## config.mk

```make
export PLATFORM = sky130hd
export DESIGN_NAME = gamma_rgb_sequencer
export DESIGN_NICKNAME = d
export VERILOG_FILES = /design/src/rtl/gamma_rgb_sequencer.sv
export SDC_FILE = /design/constraint.sdc
export NUM_CORES = 1
export LEC_CHECK = 0
export BUFFER_PORTS_ARGS = -buffer_cell sky130_fd_sc_hd__buf_2
export CAP_MARGIN = 10
export CORE_ASPECT_RATIO = 0.75
export CORE_UTILIZATION = 53
export DETAILED_ROUTE_END_ITERATION = 8
export GPL_TIMING_DRIVEN = 0
export PLACE_DENSITY = 0.9
export SETUP_SLACK_MARGIN = 0.3
export SLEW_MARGIN = 0
export SYNTH_ARGS = -nofsm -noshare
export SYNTH_HDL_FRONTEND = slang
export SYNTH_SLANG_ARGS = --single-unit
```

## constraint.sdc

```tcl
create_clock -name iCLK -period 3.1 [get_ports iCLK]
set_clock_uncertainty 0.05 [all_clocks]
set_input_delay 0.93 -clock iCLK [delete_from_list [all_inputs] [get_ports iCLK]]
set_output_delay 0.93 -clock iCLK [all_outputs]
set_load 0.05 [all_outputs]
```

## src/rtl/gamma_rgb_sequencer.sv

```systemverilog
// Time-shares one registered gamma LUT across the R, G and B lanes of a pixel stream.
// Optional GAMMA_BYPASS_EN adds in_bypass, which routes a pixel straight to the output.
module gamma_rgb_sequencer #(
   parameter int unsigned DW      = 8,
   parameter int unsigned LUT_LAT = 1
) (
   input  logic              iCLK,
   input  logic              iRESET,
   input  logic              in_valid,
   output logic              in_ready,
   input  logic [3*DW-1:0]   in_pixel,
`ifdef GAMMA_BYPASS_EN
   input  logic              in_bypass,
`endif
   output logic              out_valid,
   input  logic              out_ready,
   output logic [3*DW-1:0]   out_pixel,
   output logic              lut_valid,
   output logic [DW-1:0]     lut_data,
   input  logic [DW-1:0]     lut_result,
   output logic              busy
);
   localparam int unsigned PW   = 3 * DW;
   localparam int unsigned HEAD = LUT_LAT - 1;

   typedef enum logic [1:0] {IDLE, ISSUE, WAIT, OUT} state_t;

   state_t                  state;
   state_t                  state_nxt;
   logic [1:0]              ch_cnt;
   logic [PW-1:0]           hold;
   logic [LUT_LAT-1:0]      tag_vld;
   logic [LUT_LAT-1:0][1:0] tag_ch;
   logic                    accept;
   logic                    b_done;
   logic                    bypass;

`ifdef GAMMA_BYPASS_EN
   assign bypass = in_bypass;
`else
   assign bypass = 1'b0;
`endif

   assign accept = in_valid && in_ready;
   // The B tag reaching the head of the pipe marks the last LUT result of the pixel.
   assign b_done = tag_vld[HEAD] && (tag_ch[HEAD] == 2'd2);

   always_ff @(posedge iCLK) begin
      if (iRESET) state <= IDLE;
      else        state <= state_nxt;
   end

   always_comb begin
      state_nxt = state;
      case (state)
         IDLE:    if (accept) state_nxt = bypass ? OUT : ISSUE;
         ISSUE:   if (ch_cnt == 2'd2) state_nxt = WAIT;
         WAIT:    if (b_done) state_nxt = OUT;
         OUT:     if (out_ready) state_nxt = IDLE;
         default: state_nxt = IDLE;
      endcase
   end

   always_comb begin
      in_ready  = (state == IDLE);
      busy      = (state != IDLE);
      lut_valid = (state == ISSUE);
      case (ch_cnt)
         2'd0:    lut_data = hold[2*DW +: DW];
         2'd1:    lut_data = hold[DW +: DW];
         default: lut_data = hold[0 +: DW];
      endcase
   end

   // Channel counter, pixel hold, LUT tag pipe and output gathering.
   always_ff @(posedge iCLK) begin
      if (iRESET) begin
         ch_cnt    <= 2'd0;
         hold      <= '0;
         tag_vld   <= '0;
         tag_ch    <= '0;
         out_valid <= 1'b0;
         out_pixel <= '0;
      end else begin
         out_valid <= (state_nxt == OUT);
         ch_cnt    <= (state == ISSUE) ? 2'(ch_cnt + 2'd1) : 2'd0;
         if (accept) hold <= in_pixel;
         tag_vld[0] <= lut_valid;
         tag_ch[0]  <= ch_cnt;
         for (int i = 1; i < int'(LUT_LAT); i++) begin
            tag_vld[i] <= tag_vld[i-1];
            tag_ch[i]  <= tag_ch[i-1];
         end
         if (accept && bypass) begin
            out_pixel <= in_pixel;
         end else if (tag_vld[HEAD]) begin
            case (tag_ch[HEAD])
               2'd0:    out_pixel[2*DW +: DW] <= lut_result;
               2'd1:    out_pixel[DW +: DW]   <= lut_result;
               default: out_pixel[0 +: DW]    <= lut_result;
            endcase
         end
      end
   end
endmodule

```

==> run summary, run 1 <==
Outcome - finished, final reports clean
Max_cap viols - 0
Crit-path cells - inv_1 > ha_1 > clkbuf_4 > nor2_4 > nand2_1 > nand2_1 > buf_6
WL final - 4855 um
Worst relative slew slack - 0.6589
Leak - 1.264 nW
Worst-Skew Late Latency - 310 ps
GRT met1 Usage - 0.3210
Die Ht - 57.28 um
GRT Overall Usage - 0.2394
Synth Register Bits - 56
Clock edge transition at the registers on the reported setup and hold paths - 100 ps
FP Rows - 19
Worst Max-Slew Pin Slew - 511.7 ps
Drt wl/cell - 12.64 um
Dpl cells - 376
CTS tree - built
CTS root buf - clkbuf_8
Initial antenna violation count - 0
RSZ-0062 raised after global routing - no
Mux cell area share after synthesis - 0.07416
Avg Cell Area, Syn - 8.502 um^2
Share of layout cells above drive strength 1 - 0.3042
Die width - 75.71 um
Port buffer count - 70
Slew Limit Fails - 0
CP Capture Type - output pin
Initial core utilization - 0.5713
Vias in the first global route - 1736
Hold_ws - 409.7 ps
# hold bufs at CTS - 0
Min Tclk post-route - 2707 ps
Met3 GRT Util - 0.05300
Ant. Diodes - 0
CTS Buffer Depth - 2
# setup viols final - 0
Largest family of logic cells by synthesized area - simple AND/OR/NAND/NOR gates
Die area - 4337 um^2
Post-Syn Instances - 254
CORE AREA - 3780 um^2
Number of buffers created by CTS - 5
Fmax - 369.4 MHz
Synth Area in XOR/XNOR - 0
DPL Wire Length - 3529 um
First-pass GRT wire length - 7721 um
Sequential fraction of the synthesis area - 0.5191
Vias per cell - 5.010
Count of different cell masters after synthesis - 22
Layout Area Growth over Synthesis - 26.25%
RePlAce Congestion - 0.8342
Post-Layout Cell Count - 384
Synthesis Warnings - 0
Postcts setup bufs - 0
DRT Pass-1 Iters - 4
Largest net degree at the start of global routing - 19
Setup TNS - 0 ps
Overflow after GRT - 0
Cell area after synthesis - 2160 um^2
Mapped Nets - 293
Compound-Gate Fraction of Synth Area - 0.1118
Final period util - 0.8733
Simple-gate share of the synthesized area - 0.2329
GR Util met2 - 0.3865
Setup Crit Path Kind - register to output pin
Setup ws final - 392.6 ps
DR iter-0 viols - 141
Nets - 370
Min-delay worst type - register to register
Pre-CTS WS - 266.5 ps
Crit path largest cell delay - 340 ps
I/O Pins - 72
Pwr per Cell Area - 505.7 nW/um^2
Max FO, Critical Path - 9
H-tree Lvls - 2
CP dominant cell by count - nand2_1
Worst vdd ir - 0.0003707 V
# DRC - 0
Top Usage Layer GRT - met2
Slowest-stage cell, CP - dfxtp_2
Clk sink count - 56
Number of antenna-violating nets in the routed design - 0
Crit path DAT - 1730 ps
Vias - 1924
Final hold violation count - 0
Req. time, crit path - 2120 ps
Post-synthesis adder-cell area fraction - 0.01738
Startpoint Class - register
## kinds of logic (layout without fill, tap and decap cells)
group,Yosys count,in the layout
AND/OR/NAND/NOR,116,116
multiplexers,16,16
AO/OA/AOI/OAI,43,43
flip-flops,56,56
buffers and inverters,20,98
adder cells (fa/ha/maj),3,3
## cell usage in the layout, fill, tap and decap left out
cell type   count
nor3b_1         1
clkbuf_1        7
clkinvlp_4      2
buf_4           2
mux2i_1        16
buf_2          67
dfxtp_2         1
nor4bb_1        1
a22oi_1         9
nand3b_1        1
nand2_2        11
nor3b_2         1
a311oi_1        1
nand2_1        71
nor2_1         21
clkbuf_4        1
clkbuf_2        1
and2_1          3
nor2b_1         2
inv_1           4
ha_1            3
nor2_4          1
dfxtp_1        55
clkinv_4        1
buf_6           8
a21oi_1        33
clkbuf_8        5
or3b_1          1
nor3_1          2
## report_power, final
part | total (mW) | switching, mW | internal [mW]
clock | 0.397 | 0.237 | 0.160
sequential | 0.763 | 0.0170 | 0.746
combinational | 0.218 | 0.143 | 0.0755
total | 1.38 | 0.397 | 0.982
## critical path: cells and delay by family (launching register included)
family / cells / cell delay [ps]
buf+inv: 3 / 440
fa+ha+maj: 1 / 200
flops: 1 / 340
simple gates: 3 / 440
## cell type report
type                    count  area [um^2]
flip-flops and latches     56         1122
fillers                   295         1054
multi-input cells         178        952.2
repair buffers             70        392.9
plain buffers              16        86.33
clock buffers               5        68.82
well taps                  52        65.06
clock inverters             3        23.77
inverters                   4        15.01
## final timing paths
check | slack [ps] | to | start | depth (start not counted)
setup / recovery | 390 | lut_data[0] | ch_cnt[0] | 7
hold / removal | 410 | out_pixel[6] | out_pixel[6] | 2
setup reg to reg | 1700 | hold[6] | state[0] | 5
hold reg to reg | 410 | out_pixel[6] | out_pixel[6] | 2
## sequential cells by signal, indices dropped and copies added (netlist names)
register / count
out_valid: 1
hold: 24
out_pixel: 24
tag_vld: 1
tag_ch: 2
state: 2
ch_cnt: 2
## through the flow
stage / power, mW / cell area (um^2) / utilization
final: 1.379 / 2726 / 0.7213
after global routing: 1.437 / 2726 / 0.7213
after CTS: 1.378 / 2689 / 0.7114
after detailed placement: 0.9838 / 2575 / 0.6812
after global placement: 0.9800 / 2575 / 0.6812
after floorplan: 0.9204 / 2160 / -
## metal layers
metal  routed length [um]  vias to the layer above  share of wire
li1                     -                      982              -
met1                 2283                      882           0.47
met2                 2297                       55           0.47
met3                  231                        5          0.048
met4                   44                        0         0.0091
met5                    0                        -              0
## timing repair
| action | 4_1_cts | 5_1_grt |
|---|---|---|
| setup endpoints to repair | 8 | 8 |
| pin swaps | 1 | 1 |
| gates cloned | 0 | 0 |
| resized for setup | 8 | 17 |
## synthesized netlist by cell type, drive strengths merged
cell    instances  share of area
a21oi          33          0.076
nor2           22          0.038
nand3b          1         0.0035
dfxtp          56           0.52
a22oi           9          0.031
inv             4         0.0070
buf             8          0.024
clkbuf          8          0.014
ha              3          0.017
nand2          82           0.15
nor2b           2         0.0058
or3b            1         0.0041
nor3            2         0.0046
nor4bb          1         0.0046
nor3b           2         0.0093
a311oi          1         0.0041
mux2i          16          0.074
and2            3         0.0087
(Power assumes the default switching activity.)
==> inputs of run 2 (changes only) <==
==> constraint.sdc (replaced) <==
create_clock -name iCLK -period 3.1 [get_ports iCLK]
set_clock_uncertainty 0.05 [all_clocks]
set_input_delay 0.155 -clock iCLK [delete_from_list [all_inputs] [get_ports iCLK]]
set_output_delay 0.155 -clock iCLK [all_outputs]
set_load 0.05 [all_outputs]
==> run 2 against run 1 <==
Cell count unchanged; first-iteration DRC count shrank 1.4%; sequential power is essentially flat; utilization is 1.6 points lower; sequential share of layout area grew 0.86 points; hold slack worse by 390 ps; non-clock buffer count unchanged; largest cell class unchanged.
==> run summary, run 2 (same netlist as run 1, synthesis figures left out) <==
Clock edge transition at the registers on the reported setup and hold paths - 100 ps (about the same)
Final Cell Area - 2668 um^2 (-2.2%)
CTS root buf - clkbuf_8
Worst Max-Slew Pin Slew - 597.0 ps (+85.32 ps)
Layout Area Growth over Synthesis - 23.52%
Largest net degree at the start of global routing - 19 (unchanged)
CP Capture Type - output pin
DRT Pass-1 Iters - 4 (unchanged)
# DRC - 0 (unchanged)
# hold bufs at CTS - 0 (unchanged)
Ant. Diodes - 0 (unchanged)
H-tree Lvls - 2 (unchanged)
Leak - 1.250 nW (-1.1%)
Dpl cells - 376 (unchanged)
Crit path DAT - 2240 ps (+510 ps)
CP startpoint - ch_cnt[0]
Min Tclk post-route - 2444 ps (-263.6 ps)
Postcts setup bufs - 0 (unchanged)
Die width - 75.71 um (unchanged)
Worst-Skew Late Latency - 310 ps (about the same)
Commonest non-fill, non-tap cell in the layout - buf_2
Min-delay worst type - input pin to register
Placement Cell Area - 2575 um^2 (unchanged)
DR iter-0 viols - 139 (-1.4%)
Setup TNS - 0 ps (unchanged)
Outcome - finished, final reports clean
First-pass GRT wire length - 7714 um (about the same)
Number of buffers created by CTS - 5 (unchanged)
CTS tree - built
Drt wl/cell - 12.54 um (-0.80%)
Die Ht - 57.28 um (unchanged)
Port buffer count - 70 (unchanged)
I/O Pins - 72 (unchanged)
Final period util - 0.7883 (-0.08504)
Fmax - 409.2 MHz (+11%)
Vias in the first global route - 1736 (unchanged)
Number of gates resized after CTS - 0 (-8)
Reg2reg start - state[0]
Max FO, Critical Path - 9 (unchanged)
FF+latch area - 1121 um^2 (-0.11%)
DPL Wire Length - 3529 um (unchanged)
Fillers - 298 (+1.0%)
Max_cap viols - 0 (unchanged)
Hold Crit Start - in_pixel[1]
Clk sink count - 56 (unchanged)
RSZ-0062 raised after global routing - no
GRT Overall Usage - 0.2390 (-0.0003700)
Req. time, crit path - 2890 ps (+770 ps)
Overflow after GRT - 0 (unchanged)
Most frequent cells in the layout - buf_2, nand2_1, dfxtp_1, a21oi_1, nor2_1
Nets - 370 (unchanged)
RePlAce Congestion - 0.8342 (unchanged)
Share of layout cells above drive strength 1 - 0.2892 (-0.01506)
Slew Limit Fails - 0 (unchanged)
Footprint of the multi-input gates - 942.2 um^2 (-1.1%)
Total Power - 1.367 mW (-0.89%)
Setup Crit Path Kind - register to output pin
Pwr per Cell Area - 512.3 nW/um^2 (+1.3%)
Startpoint Class - register
CORE AREA - 3780 um^2 (unchanged)
Worst vdd ir - 0.0003709 V (about the same)
Number of antenna-violating nets in the routed design - 0 (unchanged)
Vias per cell - 4.971 (-0.78%)
FP Rows - 19 (unchanged)
Post-Layout Cell Count - 384 (unchanged)
Biggest regs - hold x24, out_pixel x24
Initial core utilization - 0.5713 (unchanged)
Initial antenna violation count - 0 (unchanged)
Worst relative slew slack - 0.6005 (-0.05835)
Die area - 4337 um^2 (unchanged)
Vias - 1909 (-0.78%)
# setup viols final - 0 (unchanged)
WL final - 4816 um (-0.80%)
CTS Buffer Depth - 2 (unchanged)
Final hold violation count - 0 (unchanged)
==> run 2: cell types whose count changed in the layout (fill, tap and decap cells not counted), sizes merged <==
cell / before / now
buf: 77 / 78
clkbuf: 14 / 13
==> run 2: stage by stage <==
step           hold slack, ps  worst slack, ps    util
2_1_floorplan           240.9             1166       -
3_3_place_gp            347.8             1081  0.6812
3_5_place_dp            350.5             1041  0.6812
4_1_cts                 14.13            680.4  0.7057
5_1_grt                 23.77            524.8  0.7057
6_report                16.83            656.3  0.7057
==> run 2: routing by layer <==
layer	up-vias	routed length [um]	global-route usage
li1	982	-	-
met1	876	2363	0.3221
met2	48	2245	0.3839
met3	3	181	0.05300
met4	0	25	0.07143
met5	-	0	0
==> run 2: final cells by class <==
| class | instances | share of cell area |
|---|---|---|
| Tap cell | 52 | 0.02439 |
| Clock inverter | 3 | 0.008912 |
| Sequential cell | 56 | 0.4203 |
| Clock buffer | 5 | 0.02580 |
| Inverter | 4 | 0.005629 |
| Multi-Input combinational cell | 178 | 0.3532 |
| Timing Repair Buffer | 70 | 0.1313 |
| Buffer | 16 | 0.03049 |
==> run 2: worst paths after layout <==
check        cells after the start  slack, ps           end
min                              3         20       hold[1]
max                              7        660   lut_data[5]
min reg2reg                      2        410  out_pixel[6]
max reg2reg                      5       1700       hold[6]
==> run 2: power breakdown <==
group	internal (mW)	switching [mW]	total [mW]
registers	0.746	0.0169	0.763
logic	0.0653	0.140	0.206
clock network	0.160	0.238	0.398
total	0.972	0.395	1.37
==> run 2: critical path, cell delays in order (launching register included) <==
cell	delay (ps)
dfxtp_1	340
inv_1	100
ha_1	210
clkbuf_1	210
nor2_1	530
nand2_1	180
nand2_1	100
buf_2	260
